===== config.mk =====
export PLATFORM = sky130hd
export DESIGN_NAME = pc_seq_flat
export DESIGN_NICKNAME = d
export VERILOG_FILES = /design/src/rtl/pc_seq_if.sv /design/src/rtl/pc_seq.sv /design/src/flat_wrapper.sv
export SDC_FILE = /design/constraint.sdc
export NUM_CORES = 1
export LEC_CHECK = 0
export CAP_MARGIN = 20
export CORE_MARGIN = 2
export CORE_UTILIZATION = 44
export CTS_BUF_LIST = sky130_fd_sc_hd__clkbuf_8
export CTS_CLUSTER_SIZE = 30
export DETAILED_ROUTE_END_ITERATION = 10
export PLACE_DENSITY = 0.83
export SLEW_MARGIN = 10
export SYNTH_ARGS = -nofsm -noshare
export SYNTH_HDL_FRONTEND = slang
export SYNTH_SLANG_ARGS = --single-unit

===== constraint.sdc =====
create_clock -name clk -period 2.55 [get_ports clk]
set_input_delay 0.51 -clock clk [delete_from_list [all_inputs] [get_ports clk]]
set_output_delay 0.51 -clock clk [all_outputs]
set_load 0.01 [all_outputs]

===== src/rtl/pc_seq_if.sv =====
// pc_seq_if: fetch-side and execute-side handshakes of the instruction-fetch
// sequencer. master = sequencer, slave = memory / execute stage.
interface pc_seq_if;
  logic        imem_req_valid;
  logic        imem_req_ready;
  logic [31:0] imem_req_addr;
  logic        imem_rsp_valid;
  logic [31:0] imem_rsp_data;
  logic        imem_rsp_ready;
  logic        inst_valid;
  logic [31:0] inst;
  logic [31:0] inst_pc;
  logic        inst_ready;
  logic        redirect_valid;
  logic [31:0] redirect_pc;
  logic        halt;

  modport master (
    output imem_req_valid, imem_req_addr, imem_rsp_ready,
           inst_valid, inst, inst_pc,
    input  imem_req_ready, imem_rsp_valid, imem_rsp_data,
           inst_ready, redirect_valid, redirect_pc, halt
  );

  modport slave (
    input  imem_req_valid, imem_req_addr, imem_rsp_ready,
           inst_valid, inst, inst_pc,
    output imem_req_ready, imem_rsp_valid, imem_rsp_data,
           inst_ready, redirect_valid, redirect_pc, halt
  );
endinterface


===== src/rtl/pc_seq.sv =====
// pc_seq: instruction-fetch sequencer. Owns the PC, cycles REQ -> WAIT -> EXEC,
// applies +4 or redirected next-PC, halts on ebreak or misaligned redirect,
// and counts retired instructions.
// Optional feature: define PC_SEQ_TIMEOUT_EN to halt with a fault when a
// fetch response does not arrive within MAX_WAIT cycles.
module pc_seq #(
  parameter logic [31:0] RESET_PC = 32'h80000000,
  parameter int          MAX_WAIT = 15
) (
  input  logic        clk,
  input  logic        rst,
  pc_seq_if.master    bus,
  output logic [31:0] pc,
  output logic        halted,
  output logic        fault,
  output logic [31:0] retired
);

  typedef enum logic [1:0] {
    REQ  = 2'd0,
    WAIT = 2'd1,
    EXEC = 2'd2,
    HALT = 2'd3
  } state_t;

  state_t      state;
  logic [31:0] inst_q;
  // Registered per-state output flags, so no input reaches a valid/ready.
  logic        req_valid_q;
  logic        rsp_ready_q;
  logic        inst_valid_q;
  logic        halted_q;

`ifdef PC_SEQ_TIMEOUT_EN
  localparam int WCW = (MAX_WAIT > 15) ? $clog2(MAX_WAIT + 1) : 4;
  logic [WCW-1:0] wait_cnt;
`endif

  // Fetch/execute FSM with PC, instruction latch, retire counter and fault.
  // NOTE: every register here is assigned with <= so all updates in this
  // block see pre-edge values and simulate the same as the synthesized flops.
  always_ff @(posedge clk) begin
    if (rst) begin
      state        <= REQ;
      pc           <= RESET_PC;
      inst_q       <= '0;
      retired      <= '0;
      fault        <= 1'b0;
      req_valid_q  <= 1'b1;
      rsp_ready_q  <= 1'b0;
      inst_valid_q <= 1'b0;
      halted_q     <= 1'b0;
`ifdef PC_SEQ_TIMEOUT_EN
      wait_cnt     <= '0;
`endif
    end else begin
      case (state)
        REQ: begin
          if (bus.imem_req_ready) begin
            state       <= WAIT;
            req_valid_q <= 1'b0;
            rsp_ready_q <= 1'b1;
`ifdef PC_SEQ_TIMEOUT_EN
            wait_cnt    <= '0;
`endif
          end
        end
        WAIT: begin
          if (bus.imem_rsp_valid) begin
            inst_q       <= bus.imem_rsp_data;
            state        <= EXEC;
            rsp_ready_q  <= 1'b0;
            inst_valid_q <= 1'b1;
          end
`ifdef PC_SEQ_TIMEOUT_EN
          // A response in the limit cycle is taken by the branch above.
          else if (wait_cnt == WCW'(MAX_WAIT - 1)) begin
            fault       <= 1'b1;
            state       <= HALT;
            rsp_ready_q <= 1'b0;
            halted_q    <= 1'b1;
          end else begin
            wait_cnt <= wait_cnt + 1'b1;
          end
`endif
        end
        EXEC: begin
          if (bus.inst_ready) begin
            inst_valid_q <= 1'b0;
            if (bus.halt) begin
              state    <= HALT;
              halted_q <= 1'b1;
              retired  <= retired + 32'd1;
            end else if (bus.redirect_valid && (bus.redirect_pc[1:0] != 2'b00)) begin
              fault    <= 1'b1;
              state    <= HALT;
              halted_q <= 1'b1;
            end else begin
              pc          <= bus.redirect_valid ? bus.redirect_pc : pc + 32'd4;
              retired     <= retired + 32'd1;
              state       <= REQ;
              req_valid_q <= 1'b1;
            end
          end
        end
        HALT: ;
        default: begin
          state        <= HALT;
          req_valid_q  <= 1'b0;
          rsp_ready_q  <= 1'b0;
          inst_valid_q <= 1'b0;
          halted_q     <= 1'b1;
        end
      endcase
    end
  end

  // Output decode: flags are forced low while reset is held.
  assign bus.imem_req_valid = req_valid_q & ~rst;
  assign bus.imem_req_addr  = pc;
  assign bus.imem_rsp_ready = rsp_ready_q & ~rst;
  assign bus.inst_valid     = inst_valid_q & ~rst;
  assign bus.inst           = inst_q;
  assign bus.inst_pc        = pc;
  assign halted             = halted_q & ~rst;

endmodule


===== src/flat_wrapper.sv =====
// flat-port wrapper written by rule: the top's interface ports become plain ports
module pc_seq_flat 
#(
  parameter logic [31:0] RESET_PC = 32'h80000000,
  parameter int          MAX_WAIT = 15
)
  (clk, rst, pc, halted, fault, retired, bus_imem_req_valid, bus_imem_req_addr, bus_imem_rsp_ready, bus_inst_valid, bus_inst, bus_inst_pc, bus_imem_req_ready, bus_imem_rsp_valid, bus_imem_rsp_data, bus_inst_ready, bus_redirect_valid, bus_redirect_pc, bus_halt);
  pc_seq_if bus_i ();
  input  logic clk;
  input  logic rst;
  output logic [31:0] pc;
  output logic halted;
  output logic fault;
  output logic [31:0] retired;
  output wire logic [$bits(bus_i.imem_req_valid)-1:0] bus_imem_req_valid;
  output wire logic [$bits(bus_i.imem_req_addr)-1:0] bus_imem_req_addr;
  output wire logic [$bits(bus_i.imem_rsp_ready)-1:0] bus_imem_rsp_ready;
  output wire logic [$bits(bus_i.inst_valid)-1:0] bus_inst_valid;
  output wire logic [$bits(bus_i.inst)-1:0] bus_inst;
  output wire logic [$bits(bus_i.inst_pc)-1:0] bus_inst_pc;
  input wire logic [$bits(bus_i.imem_req_ready)-1:0] bus_imem_req_ready;
  input wire logic [$bits(bus_i.imem_rsp_valid)-1:0] bus_imem_rsp_valid;
  input wire logic [$bits(bus_i.imem_rsp_data)-1:0] bus_imem_rsp_data;
  input wire logic [$bits(bus_i.inst_ready)-1:0] bus_inst_ready;
  input wire logic [$bits(bus_i.redirect_valid)-1:0] bus_redirect_valid;
  input wire logic [$bits(bus_i.redirect_pc)-1:0] bus_redirect_pc;
  input wire logic [$bits(bus_i.halt)-1:0] bus_halt;
  assign bus_imem_req_valid = bus_i.imem_req_valid;
  assign bus_imem_req_addr = bus_i.imem_req_addr;
  assign bus_imem_rsp_ready = bus_i.imem_rsp_ready;
  assign bus_inst_valid = bus_i.inst_valid;
  assign bus_inst = bus_i.inst;
  assign bus_inst_pc = bus_i.inst_pc;
  assign bus_i.imem_req_ready = bus_imem_req_ready;
  assign bus_i.imem_rsp_valid = bus_imem_rsp_valid;
  assign bus_i.imem_rsp_data = bus_imem_rsp_data;
  assign bus_i.inst_ready = bus_inst_ready;
  assign bus_i.redirect_valid = bus_redirect_valid;
  assign bus_i.redirect_pc = bus_redirect_pc;
  assign bus_i.halt = bus_halt;
  pc_seq #(.RESET_PC(RESET_PC), .MAX_WAIT(MAX_WAIT)) u_core (.clk(clk), .rst(rst), .bus(bus_i), .pc(pc), .halted(halted), .fault(fault), .retired(retired));
endmodule

## Word-level counts from Yosys, hierarchy flattened

Cells that the tools add are included.

| word-level totals | value |
|---|---|
| register bits after elaboration | 103 |
| logic and storage cells | 65 |

| operators by class | value |
|---|---|
| add/sub/neg operators | 2 |
| equal/unequal tests | 8 |
| multiplexer cells | 22 |
| bitwise gates (word level) | 7 |
| reductions and logical operators | 17 |

Operators with widths:

| operator | number |
|---|---|
| 2-to-1 mux 32 bit | 3 |
| adder 32 x 1 -> 32 bit (second input constant) | 1 |
| adder 32 x 3 -> 32 bit (second input constant) | 1 |
| != test 2 bit (second input constant) | 6 |
| AND reduction 3 bit | 4 |
| AND reduction 4 bit | 3 |
| 2-to-1 mux 1 bit | 10 |
| 2-to-1 mux 2 bit | 5 |
| nonzero test 2 bit | 5 |
| one-hot mux 1 bit (2 select lines) | 3 |
| one-hot mux 2 bit (3 select lines) | 1 |
| AND reduction 5 bit | 1 |
| AND 1 bit | 4 |
| inverter 1 bit | 3 |
| nonzero test 3 bit | 1 |
| == test 2 x 1 -> 1 bit (second input constant) | 1 |
| == test 2 bit (second input constant) | 1 |
| logical NOT 2 bit | 1 |
| AND reduction 2 bit | 1 |
| logical AND 1 bit | 1 |

## Longest topological paths before layout

Gate-level depths: netlist of the first run.

| logic depth | value |
|---|---|
| depth after elaboration | 6 |
| gate-level depth with buffers | 9 |
| depth with buffers taken out | 7 |

## Worst setup path before layout of the first run

No wires, ideal clock.

| timing | value |
|---|---|
| path type | reg2reg |
| start | register u_core.pc[2], in the netlist u_core.bus.imem_req_addr[2] |
| end | register u_core.pc[28], in the netlist u_core.bus.imem_req_addr[28] |
| library setup time | 138 ps |
| arrival time | 2046 ps |
| data required time | 2412 ps |
| slack | 366 ps |
| cell stages (with the launch flop) | 7 |
| buffers on the path | 0 |
| path through | dfxtp_1 > ha_1 > nand4_1 > nor4_1 > and3_1 > and3_1 > o221ai_1 |

| between the ends | value |
|---|---|
| longest elaborated chain between the ends | 2 |

RTL lines:

| what | line | RTL |
|---|---|---|
| from (decl) | pc_seq.sv:13 | `output logic [31:0] pc,` |
| from (signal assigned) | pc_seq.sv:99 | `pc <= bus.redirect_valid ? bus.redirect_pc : pc + 32'd4;` |
| adder 32 x 3 -> 32 bit | pc_seq.sv:99 |  |
| 2-to-1 mux 32 bit | pc_seq.sv:99 |  |

No other way between the ends.
A chain may end at the register's enable or synchronous reset.

## Worst setup path after layout of the first run

Ends and elaborated chain as after synthesis.

==> results of run 1 <==
==> metal layers <==
layer / part of all wire, % / wire [µm]
met1: 41 / 6530
met2: 49 / 7880
met4: 2.0 / 320
met3: 8.6 / 1380
met5: 0 / 0
==> cell usage after synthesis, types with 8 or more instances <==
cell,instances
a21oi_1,59
a31oi_1,15
and3_1,9
buf_4,64
clkbuf_1,30
dfxtp_1,103
inv_1,17
nand2_1,105
nand3_1,31
nand4_1,22
nor2_1,72
nor2b_1,8
nor3_1,12
nor4_1,14
o21ai_0,18
xnor2_1,10
xor2_1,13
==> registers in the layout (all words and copies together) (netlist names), 2 cells and up <==
name and cells:
u_core.retired 32, u_core.bus.imem_req_addr 32, u_core.state 2, u_core.bus.inst 32
==> power by group through the flow <==
stage	logic [mW]	registers, mW	clock network [mW]
floorplan	0.266	1.77	0
global route	0.656	1.73	1.12
detailed placement	0.599	1.75	0
finish	0.597	1.72	1.02
global placement	0.594	1.75	0
CTS	0.602	1.72	1.04
==> layout make-up <==
type	count	area, µm²	area share [%]
flip-flops and latches	103	2060	26.2
clock inverters	7	63.8	0.812
multi-input cells	482	2710	34.5
inverters	17	63.8	0.812
repair buffers	267	2620	33.4
well taps	168	210	2.68
clock buffers	9	124	1.58
==> worst reg2reg max path, stage by stage (launching register included) <==
cell and delay, ns:
dfxtp_1 0.35, ha_1 0.22, nand4_1 0.31, nor4_1 0.55
and3_1 0.38, and3_1 0.19, o221ai_1 0.11
==> kinds of logic (layout without fill, tap and decap cells) <==
family	after synthesis	after routing
flip-flops	103	103
AND/OR/NAND/NOR	310	310
adder cells (fa/ha/maj)	6	6
AO/OA/AOI/OAI	133	133
multiplexers	10	10
buffers and inverters	116	300
XOR/XNOR	23	23
==> cell usage in the layout (no fill, tap or decap), types with 3 or more instances in the layout <==
cell type        netlist  final
buf_4                 64     30
a21oi_1               59     59
buf_12                 0      3
and3_1                 9      9
nand4_1               22     22
a22oi_1                3      3
a31oi_1               15     15
clkdlybuf4s50_1        0    233
nand3_1               31     31
nand2_1              105    105
nand2b_1               4      4
a31o_2                 4      4
clkbuf_8               0      9
mux2i_1                7      7
nor4_1                14     14
xnor2_1               10     10
mux2_1                 3      3
xor2_1                13     13
or3_1                  3      3
inv_6                  0      4
o21ai_0               18     18
or4_1                  7      7
dfxtp_1              103    103
ha_1                   6      6
and2_1                 6      6
nor3_1                12     12
o211ai_1               4      4
inv_1                 17     17
nor2_1                72     71
nor2b_1                8      8
==> worst max path at each step <==
stage | depth (start not counted) | endpoint | startpoint | slack (ns)
floorplan | 6 | u_core.bus.imem_req_addr[28] | u_core.bus.imem_req_addr[2] | 0.37
global placement | 6 | u_core.retired[26] | bus_inst_ready | 0.12
detailed placement | 6 | u_core.bus.imem_req_addr[17] | bus_halt | 0.08
CTS | 6 | u_core.bus.imem_req_addr[28] | u_core.bus.imem_req_addr[2] | 0.38
global route | 5 | u_core.retired[26] | u_core.retired[3] | 0.25
finish | 6 | u_core.bus.imem_req_addr[28] | u_core.bus.imem_req_addr[2] | 0.33
==> through the flow <==
step / utilization, % / power [mW]
after detailed placement: 63.6 / 2.35
after global routing: 65.1 / 3.50
after CTS: 65.1 / 3.36
after floorplan: - / 2.04
after global placement: 63.6 / 2.35
final: 65.1 / 3.33
==> flow_metrics.tcl, run 1 <==
set metrics [dict create \
    outcome "finished, final reports clean" \
    yosys.cell_types.count 67 \
    synth-seq-cells 103 \
    synthMuxAreaShare_pct 1.90 \
    reg2regPathDepth 6 \
    p_sw_share_pct 29.0 \
    synth_fa_ha_area_share_pct 1.38 \
    die_w_um 115 \
    die_area_um2 13300 \
    syn_to_final_growth_pct 44.0 \
    drive_gt1_share_pct 7.46 \
    yosys_warnings 0 \
    critPathBufInv 0 \
    syn-instance-count 701 \
    synth_edf_count 0 \
    place_inst 1037 \
    synthArstFlopShare_pct 0 \
    p_int_mw 2.36 \
    antenna-diode-count 0 \
    crit_chain "ha_1 -> nand4_1 -> nor4_1 -> and3_1 -> and3_1 -> o221ai_1" \
    slew_viol_final 0 \
    postPlaceCellArea_um2 7670 \
    power_leakage_nw 2.71 \
    cpMostUsedCell "and3_1" \
    hold_end "u_core.state[0]" \
    critical-path-max-stage-delay_ns 0.55 \
    cts.path.max_buffers 2 \
    use_met3_pct 6.27 \
    grt_use_met2_pct 40.1 \
    synth_ff_type "dfxtp_1" \
    combPwrFrac_pct 17.9 \
    ant_nets 0 \
    pwr-share-seq_pct 51.6 \
    port_buffers 235 \
    antenna_found_initial 0 \
    start_util_pct 45.2 \
    drc 0 \
    final_nets 957 \
    clkSinkCount 103 \
    clock.fmax_mhz 450 \
    synth_compound_area_share_pct 15.0 \
    fin_skew_ns 0.0147 \
    cp.required_ns 2.82 \
    synth_top_area_cell "dfxtp_1" \
    cts_resized 0 \
    grt_pass1_vias 5215 \
    setup_tns_ns 0 \
    cts_made_buffers 9 \
    ir_drop_mv 0.356 \
    drtPass1Iterations 5 \
    clk_latency_ns 0.39 \
    worstHoldPathType "input pin to flop" \
    synth_area_um2 5460 \
    min_period_ns 2.22 \
    met1_usage_pct 28.5 \
    period_share_pct 87.1 \
    synth_xor_area_share_pct 3.69 \
    tritoncts "built" \
    min_path_cells 2 \
    num_rows 40 \
    postCtsSetupRepairBufs 0 \
    grt_max_degree 66 \
    rsz0062_at_grt "no" \
    r2r_setup_slack_ns 0.33 \
    tightest_slew_ns 0.651 \
    grt_pass1_wl_um 25400 \
    setup_ws_ns 0.329 \
    die_y_um 115 \
    p_per_area_nw_per_um2 424 \
    final_cells 1053 \
    pwr-share-clk_pct 30.5 \
    hold_viol 0 \
    grt_overflow_total 0 \
    synth_fp_nets 778 \
    synth-simple-area-share_pct 27.7 \
    synth_top_family_by_area "simple AND/OR/NAND/NOR gates" \
    wl_per_cell_um 15.3 \
    yosysTopAreaCellShare_pct 37.8 \
    p_sw_mw 0.967 \
    slew_headroom_pct 56.4 \
    slowest_stage "nor4_1" \
    vias 5667 \
    r2r_end "u_core.bus.imem_req_addr[28]" \
    cts_max_level 3 \
    ys_top_cells_by_area "dfxtp_1 (38%), buf_4 (8.8%), nand2_1 (7.2%), a21oi_1 (5.4%), nor2_1 (5.0%)" \
    nFillCells 1041 \
    path_class "flop to flop" \
    fin_area_um2 7860 \
    globalplace.congestion 0.909 \
    io_pins 236 \
    drv_cap 0 \
    path_delay_family "simple AND/OR/NAND/NOR gates" \
    clkTransAtPathRegs_ns 0.11 \
    grtUsageTotal_pct 23.8 \
    min_from "rst" \
    core_area_um2 12100 \
    drtIter0Drc 450 \
    pre_cts_ws_ns 0.0833 \
    arrival_ns 2.50 \
    cp-end-kind "flop" \
    root_buffer "clkbuf_8" \
    r2r-start "u_core.bus.imem_req_addr[2]" \
    via_per_inst 5.38 \
    dp_hpwl_um 11700 \
    seq_area_frac_synth_pct 37.8 \
    holdWs_ns 0.375 \
    postSynthAreaPerCell_um2 7.78 \
    start_kind "flop" \
    gr-max-usage-layer "met2" \
    setup_viol 0 \
    cp_max_fo 6 \
    postCtsHoldBufs 0 \
    drt-total-wl_um 16100 \
]
Note: power is estimated with default switching activity, not from simulation.
==> inputs of run 2 (changes only) <==
--- a/config.mk
+++ b/config.mk
@@ -12,6 +12,7 @@
 export CTS_CLUSTER_SIZE = 30
 export DETAILED_ROUTE_END_ITERATION = 10
 export PLACE_DENSITY = 0.83
+export SKIP_CTS_REPAIR_TIMING = 1
 export SLEW_MARGIN = 10
 export SYNTH_ARGS = -nofsm -noshare
 export SYNTH_HDL_FRONTEND = slang
==> results of run 2 <==
The final DEF is identical to that of run 1; final timing and power are the same.
